<file path="src/rtl/serial_unary_reducer_pkg.sv">
// -----------------------------------------------------------------------------
// serial_unary_reducer_pkg
// Shared types and helpers for the serial unary reducer:
//   state_t          - two-state control FSM (COLLECT beats / HOLD result)
//   beats(n, w)      - number of W-bit beats per N-bit operand
//   cnt_w(n, w)      - beat counter width, never less than one bit
//   AND/OR/XOR_INIT  - identity values the reduction accumulators start from
// -----------------------------------------------------------------------------
package serial_unary_reducer_pkg;

    typedef enum logic {
        COLLECT = 1'b0,
        HOLD    = 1'b1
    } state_t;

    localparam logic AND_INIT = 1'b1;
    localparam logic OR_INIT  = 1'b0;
    localparam logic XOR_INIT = 1'b0;

    function automatic int beats(input int n, input int w);
        return n / w;
    endfunction

    // A single-beat word still needs a one-bit counter so the ports and
    // compare logic have a legal width.
    function automatic int cnt_w(input int n, input int w);
        int c;
        c = $clog2(n / w);
        return (c < 1) ? 1 : c;
    endfunction

endpackage

</file>
<file path="src/rtl/serial_unary_reducer_beat_reduce.sv">
// -----------------------------------------------------------------------------
// unary_beat_reduce
// Combinational AND/OR/XOR reduction of one input beat.
// Ports:
//   s_data  [W-1:0]  beat payload
//   red_and          &s_data
//   red_or           |s_data
//   red_xor          ^s_data
// -----------------------------------------------------------------------------
module unary_beat_reduce #(
    parameter int W = 1
) (
    input  logic [W-1:0] s_data,
    output logic         red_and,
    output logic         red_or,
    output logic         red_xor
);

    assign red_and = &s_data;
    assign red_or  = |s_data;
    assign red_xor = ^s_data;

endmodule

</file>
<file path="src/rtl/serial_unary_reducer.sv">
// -----------------------------------------------------------------------------
// serial_unary_reducer
// Receives an N-bit operand as N/W beats of W bits (LSB beat first) under
// valid/ready, reassembles it and presents the word with its AND, OR and XOR
// reductions on a valid/ready result port. Beats and results never overlap:
// while a result is held, s_ready is low.
//
// Optional feature (macro SERIAL_UNARY_REDUCER_LAST_CHECK_EN):
//   adds s_last (beat framing marker) and m_err (sticky framing error for the
//   presented word). Framing is always by beat count; s_last is only checked.
//
// Ports:
//   clk, rst          clock, synchronous active-high reset
//   s_valid/s_ready   input beat handshake
//   s_data  [W-1:0]   beat payload, beat k carries operand bits [k*W +: W]
//   m_valid/m_ready   result handshake
//   m_word  [N-1:0]   reassembled operand
//   m_and/m_or/m_xor  reductions of the operand
//   s_last, m_err     only with SERIAL_UNARY_REDUCER_LAST_CHECK_EN
// -----------------------------------------------------------------------------
module serial_unary_reducer
    import serial_unary_reducer_pkg::*;
#(
    parameter int N = 8,
    parameter int W = 1
) (
    input  logic         clk,
    input  logic         rst,
    input  logic         s_valid,
    output logic         s_ready,
    input  logic [W-1:0] s_data,
    output logic         m_valid,
    input  logic         m_ready,
    output logic [N-1:0] m_word,
    output logic         m_and,
    output logic         m_or,
    output logic         m_xor
`ifdef SERIAL_UNARY_REDUCER_LAST_CHECK_EN
    ,
    input  logic         s_last,
    output logic         m_err
`endif
);

    localparam int BEATS = beats(N, W);
    localparam int CW    = cnt_w(N, W);
    localparam logic [CW-1:0] LAST_CNT = CW'(BEATS - 1);

    generate
        if ((W < 1) || (W > N) || ((N % W) != 0)) begin : g_bad_cfg
            $error("serial_unary_reducer: need 1 <= W <= N and N %% W == 0");
        end
    endgenerate

    state_t        state_q, state_d;
    logic [CW-1:0] cnt_q, cnt_d;
    logic          m_valid_q, m_valid_d;
    logic [N-1:0]  word_q, word_d;
    logic          and_q, and_d;
    logic          or_q, or_d;
    logic          xor_q, xor_d;

    logic          beat_and, beat_or, beat_xor;
    logic          accept;
    logic          is_last;
    logic [BEATS-1:0] beat_sel;

    unary_beat_reduce #(.W(W)) u_beat_reduce (
        .s_data  (s_data),
        .red_and (beat_and),
        .red_or  (beat_or),
        .red_xor (beat_xor)
    );

    // One-hot select of the word slice the current beat lands in.
    for (genvar gi = 0; gi < BEATS; gi++) begin : g_beat_sel
        assign beat_sel[gi] = (cnt_q == CW'(gi));
    end

    assign s_ready = (state_q == COLLECT);
    assign accept  = s_valid && (state_q == COLLECT);
    assign is_last = (cnt_q == LAST_CNT);

`ifdef SERIAL_UNARY_REDUCER_LAST_CHECK_EN
    logic err_q, err_d;
`endif

    always_comb begin
        state_d   = state_q;
        cnt_d     = cnt_q;
        m_valid_d = m_valid_q;
        word_d    = word_q;
        and_d     = and_q;
        or_d      = or_q;
        xor_d     = xor_q;
`ifdef SERIAL_UNARY_REDUCER_LAST_CHECK_EN
        err_d     = err_q;
`endif
        case (state_q)
            COLLECT: begin
                if (accept) begin
                    for (int i = 0; i < BEATS; i++) begin
                        if (beat_sel[i]) begin
                            word_d[i*W +: W] = s_data;
                        end
                    end
                    and_d = and_q & beat_and;
                    or_d  = or_q  | beat_or;
                    xor_d = xor_q ^ beat_xor;
`ifdef SERIAL_UNARY_REDUCER_LAST_CHECK_EN
                    // Marker must agree with the count-based framing on
                    // every beat, early or missing markers both count.
                    if (s_last != is_last) begin
                        err_d = 1'b1;
                    end
`endif
                    if (is_last) begin
                        cnt_d     = '0;
                        state_d   = HOLD;
                        m_valid_d = 1'b1;
                    end else begin
                        cnt_d = cnt_q + CW'(1);
                    end
                end
            end
            HOLD: begin
                if (m_ready) begin
                    state_d   = COLLECT;
                    m_valid_d = 1'b0;
                    // Word register is left alone; it is overwritten beat
                    // by beat as the next operand arrives.
                    and_d     = AND_INIT;
                    or_d      = OR_INIT;
                    xor_d     = XOR_INIT;
`ifdef SERIAL_UNARY_REDUCER_LAST_CHECK_EN
                    err_d     = 1'b0;
`endif
                end
            end
            default: begin
                state_d = COLLECT;
            end
        endcase
    end

    always_ff @(posedge clk) begin
        if (rst) begin
            state_q   <= COLLECT;
            cnt_q     <= '0;
            m_valid_q <= 1'b0;
            word_q    <= '0;
            and_q     <= AND_INIT;
            or_q      <= OR_INIT;
            xor_q     <= XOR_INIT;
`ifdef SERIAL_UNARY_REDUCER_LAST_CHECK_EN
            err_q     <= 1'b0;
`endif
        end else begin
            state_q   <= state_d;
            cnt_q     <= cnt_d;
            m_valid_q <= m_valid_d;
            word_q    <= word_d;
            and_q     <= and_d;
            or_q      <= or_d;
            xor_q     <= xor_d;
`ifdef SERIAL_UNARY_REDUCER_LAST_CHECK_EN
            err_q     <= err_d;
`endif
        end
    end

    assign m_valid = m_valid_q;
    assign m_word  = word_q;
    assign m_and   = and_q;
    assign m_or    = or_q;
    assign m_xor   = xor_q;
`ifdef SERIAL_UNARY_REDUCER_LAST_CHECK_EN
    assign m_err   = err_q;
`endif

endmodule

</file>
<file path="config.mk">
export PLATFORM = sky130hd
export DESIGN_NAME = serial_unary_reducer
export DESIGN_NICKNAME = d
export VERILOG_FILES = /design/src/rtl/serial_unary_reducer_pkg.sv /design/src/rtl/serial_unary_reducer_beat_reduce.sv /design/src/rtl/serial_unary_reducer.sv
export SDC_FILE = /design/constraint.sdc
export NUM_CORES = 1
export LEC_CHECK = 0
export ABC_AREA = 1
export CAP_MARGIN = 20
export CORE_MARGIN = 4
export CORE_UTILIZATION = 40
export DETAILED_ROUTE_END_ITERATION = 10
export MAX_ROUTING_LAYER = met4
export PLACE_DENSITY = 0.65
export SYNTH_ARGS = -nofsm -noshare
export SYNTH_HDL_FRONTEND = slang
export SYNTH_SLANG_ARGS = --single-unit
</file>
<file path="constraint.sdc">
create_clock -name clk -period 1.1 [get_ports clk]
set_input_delay 0.33 -clock clk [delete_from_list [all_inputs] [get_ports clk]]
set_output_delay 0.33 -clock clk [all_outputs]
set_load 0.01 [all_outputs]
</file>
# Word-level counts from Yosys, hierarchy flattened
# Cells that the tools add are included.
# Widths: inputs -> output; s select.
# classes
add_sub_neg	1
n_eq_ne	10
muxes	16
bitwise	4
n_reduce_logical	13
# ops
cell	count
$reduce_and 3->1	9
$eq 3x3->1 const B	4
$mux 1	10
$pmux 1 s2	5
$eq 3x2->1 const B	2
$ne 2x1->1 const B	2
$reduce_and 2->1	2
$add 3x1->3 const B	1
$eq 3x1->1 const B	1
$logic_not 3->1	1
$mux 3	1
$ne 2x2->1 const B	1
$and 1x1->1	1
$logic_and 1x1->1	1
$not 1->1	1
$or 1x1->1	1
$xor 1x1->1	1
# totals
regBits	16
in_bits	5
out_inout_bits	13
wordCells	58

# Longest topological paths before layout
# depth
depth_word	4
depth_mapped	7
ltp_nobuf	7

# Modules after synthesis
# A second synthesis with hierarchy kept.
# unflattened
hier_cells	112
area_unflattened_um2	803.3
# by_module_without_submodules
mod	instances	cells_each	area_each_um2	seq_area_each_um2
serial_unary_reducer	1	109	780.7	320.3
unary_beat_reduce	1	3	22.5	0.0

# Worst setup path after synthesis
# No wires, ideal clock.
# synth_path
path_type	reg-to-reg
start	register cnt_q[0]
end	register state_q
setup_time_ps	121
arrival_ps	959
required_ps	979
setup_slack_ps	20
stages_incl_launch_ff	7
n_path_buf	0
period_less_slack_ps	1080
path_cell_list	dfxtp_1 ha_1 ha_1 inv_1 nor2_1 nand2_1 o31ai_1
# synth_between
elab_chain_cells	4
# synth_rtl
item	line	source
from (decl)	serial_unary_reducer.sv:56	logic [CW-1:0] cnt_q, cnt_d;
from (signal assigned)	serial_unary_reducer.sv:160	cnt_q <= cnt_d;
$eq 3x3->1	serial_unary_reducer.sv:82	assign is_last = (cnt_q == LAST_CNT);
$mux 1	serial_unary_reducer.sv:117	if (is_last) begin
$mux 1	serial_unary_reducer.sv:101	if (accept) begin
$pmux 1 s2	serial_unary_reducer.sv:99	case (state_q)
to (signal assigned)	serial_unary_reducer.sv:159	state_q <= state_d;
to (decl)	serial_unary_reducer.sv:55	state_t state_q, state_d;
# Every way passes these cells.
# A chain may end at the register's enable or synchronous reset.

# Worst setup path after layout
# layout_path
start	register cnt_q[1]
end	register word_q[0] (netlist: m_word[0])
# layout_between
elab_chain_cells	2
# layout_rtl
item	line	source
$logic_not 3->1	serial_unary_reducer.sv:77	assign beat_sel[gi] = (cnt_q == CW'(gi));
$reduce_and 3->1 (no line)	n/a	
to (signal assigned)	serial_unary_reducer.sv:162	word_q <= word_d;
to (decl)	serial_unary_reducer.sv:58	logic [N-1:0] word_q, word_d;
# Every way passes these cells.

==> qor.yml <==
cts_tree: "built"
syn_avg_cell_area_um2: 7.32
rows: 15
ant_nets: 0
max-vdd-ir-drop_mv: 0.850
cp.required_ps: 1290
relSlewSlack: 0.820
fin_skew_ps: 7.21
hold_viol_final: 0
antenna_cells: 0
powerDensity_mw_per_mm2: 1030
hpwlAfterDp_mm: 1.24
vias: 777
cts_sinks: 16
die_w_um: 51.8
fp.coreArea_mm2: 0.00176
clock_latency_ps: 290
rsz0062_at_grt: "yes"
nFillCells: 138
drc_errors: 0
clk_path_buf_depth: 2
layout_setup_ws_ps: -17.7
syn_inst: 105
drv_slew: 0
cts_root_buf: "clkbuf_4"
boundaryPins: 18
start_util: 0.435
synth_flop_cell: "dfxtp_1"
fin_nets: 155
grt_pass1_wl_mm: 3.03
status: "complete, but fails checks"
drt-wirelength-per-cell_um: 11.3
dieArea_mm2: 0.00269
via_per_inst: 4.63
grt_max_degree: 17
ctsHoldBuffers: 0
synthArstFlopShare: 0
dp.cells: 159
track_usage: 0.156
fin_tns_setup_ps: -34.3
syn-num-nets: 116
grt_pass1_vias: 729
fin_crit_sh: 1.02
synth_most_common_cell: "nand2_1"
synth_edf_count: 0
synth_area_leaders: "dfxtp_1, nand2_1, ha_1"
yosys.area.top_type_share: 0.417
fin_crit_ps: 1120
endpoint_kind: "flip-flop"
tightest_slew_ps: 270
gp_congestion: 0.755
yosysTopAreaCell: "dfxtp_1"
dr.pass1.iters: 4
yosys_warnings: 0
port_buffers: 17
grt_overflow: 0
antenna_found_initial: 0
p_switching_w: 0.000369
initialDrtViolationCount: 3
synth-seq-cells: 16
cp.arrival_ps: 1310
final_layout_size_suffix_gt1_frac: 0.587
startpoint_type: "flip-flop"
finalPower_w: 0.00135
setup_viol: 4
violations: "negative setup slack"
die_height_um: 51.8
routed_wl_mm: 1.90
cellInternalPower_w: 0.000981
sw_frac_of_total: 0.273
cp_max_fo: 3
critical_path_class: "flip-flop to flip-flop"
area_growth_pct: 71.3
max-cap-violations: 0
clock_power_share: 0.291
hp-class: "flip-flop to flip-flop"
ys_seq_area_frac: 0.417
p_leak_nw: 0.597
max_clock_freq_mhz: 895
comb_power_share: 0.238
numCtsBuffers: 3
layout.cells.non_filler: 168
syn_area_um2: 768
htreeDepth: 1
synth.top_cells.by_count: "nand2_1, dfxtp_1, inv_1, a21oi_1, nor2_1"
clkSlewWorstSetupHoldPaths_ps: 100
synth_cell_types: 14
p_seq_frac: 0.471
-- cells in the final DEF, fill, tap and decap left out --
master / count
buf_4: 15
a21oi_2: 2
dfxtp_4: 2
clkdlybuf4s50_1: 3
clkbuf_8: 1
o31ai_2: 1
nor2_2: 4
a21oi_1: 10
buf_12: 1
o21ai_1: 1
nand2_2: 3
dfxtp_2: 14
nor2_1: 8
ha_4: 6
nor2_4: 1
buf_6: 16
nand2_1: 24
inv_6: 2
nand3_1: 9
nand3_2: 3
inv_1: 3
clkbuf_4: 3
dlygate4sd2_1: 1
inv_2: 10
-- flip-flops by register name (all words and copies together), names as in the netlist --
| name | count |
|---|---|
| m_and | 1 |
| m_xor | 1 |
| m_word | 8 |
| m_valid | 1 |
| m_or | 1 |
| cnt_q | 3 |
| state_q | 1 |
-- per-stage QoR --
stage | cell area (µm²) | worst slack [ps] | hold slack [ps] | util
after floorplan | 768 | 20.3 | 399 | -
after global placement | 1070 | -357 | 444 | 0.607
after detailed placement | 1070 | -343 | 443 | 0.607
after CTS | 1130 | -53.3 | 455 | 0.641
after global routing | 1320 | -83.5 | 488 | 0.746
final | 1320 | -17.7 | 455 | 0.746
-- worst max-delay path, stage by stage (launching register included) --
cell and delay (ps):
dfxtp_4 370, buf_6 130, inv_6 70, ha_4 130
inv_2 30, nor2_2 110, nand3_1 80, nand2_1 60
nor2_1 40
-- repair_timing --
| item | CTS | global route |
|---|---|---|
| buffers inserted | 2 | 3 |
| endpoints found under the setup margin | 21 | 28 |
| gates resized for setup | 84 | 40 |
| pin swaps | 5 | 15 |
-- power by group through the flow --
stage,clock (W),sequential [W],combinational [W]
floorplan,0,0.000648,0.000106
global placement,0,0.000637,0.000231
finish,0.000392,0.000635,0.000322
global route,0.000429,0.000639,0.000356
detailed placement,0,0.000639,0.000234
CTS,0.000410,0.000629,0.000244
-- final timing paths --
path | from | to | slack, ps | depth (start not counted)
worst min register to register | m_valid$_SDFFE_PP0P_ | m_valid$_SDFFE_PP0P_ | 460 | 2
worst max-delay path | cnt_q[1]$_SDFFE_PP0P_ | m_word[0]$_SDFFE_PP0P_ | -20 | 8
worst min-delay path | m_valid$_SDFFE_PP0P_ | m_valid$_SDFFE_PP0P_ | 460 | 2
worst max register to register | cnt_q[1]$_SDFFE_PP0P_ | m_word[0]$_SDFFE_PP0P_ | -20 | 8
-- layer usage --
metal,GRT usage,vias to the layer above,part of all wire
li1,-,406,-
met1,0.157,347,0.41
met2,0.274,17,0.50
met3,0.0516,7,0.055
met4,0.0655,0,0.029
met5,-,-,0
-- area by class of cell --
cell class | count | area [µm²] | share of cell area
repair buffers | 36 | 352 | 0.267
inverters | 15 | 66.3 | 0.0504
clock buffers | 4 | 36.3 | 0.0276
well taps | 25 | 31.3 | 0.0238
multi-input cells | 72 | 485 | 0.369
flip-flops and latches | 16 | 345 | 0.262
-- logic make-up (layout without fill, tap and decap cells) --
kind of cell    Yosys count  in the layout  synth area share
fa+ha+maj                 6              6            0.0977
simple gates             52             52             0.296
compound gates           14             14            0.0945
flops                    16             16             0.417
buf+inv                  17             55            0.0945
No activity file was read; power rests on OpenSTA's default activity.
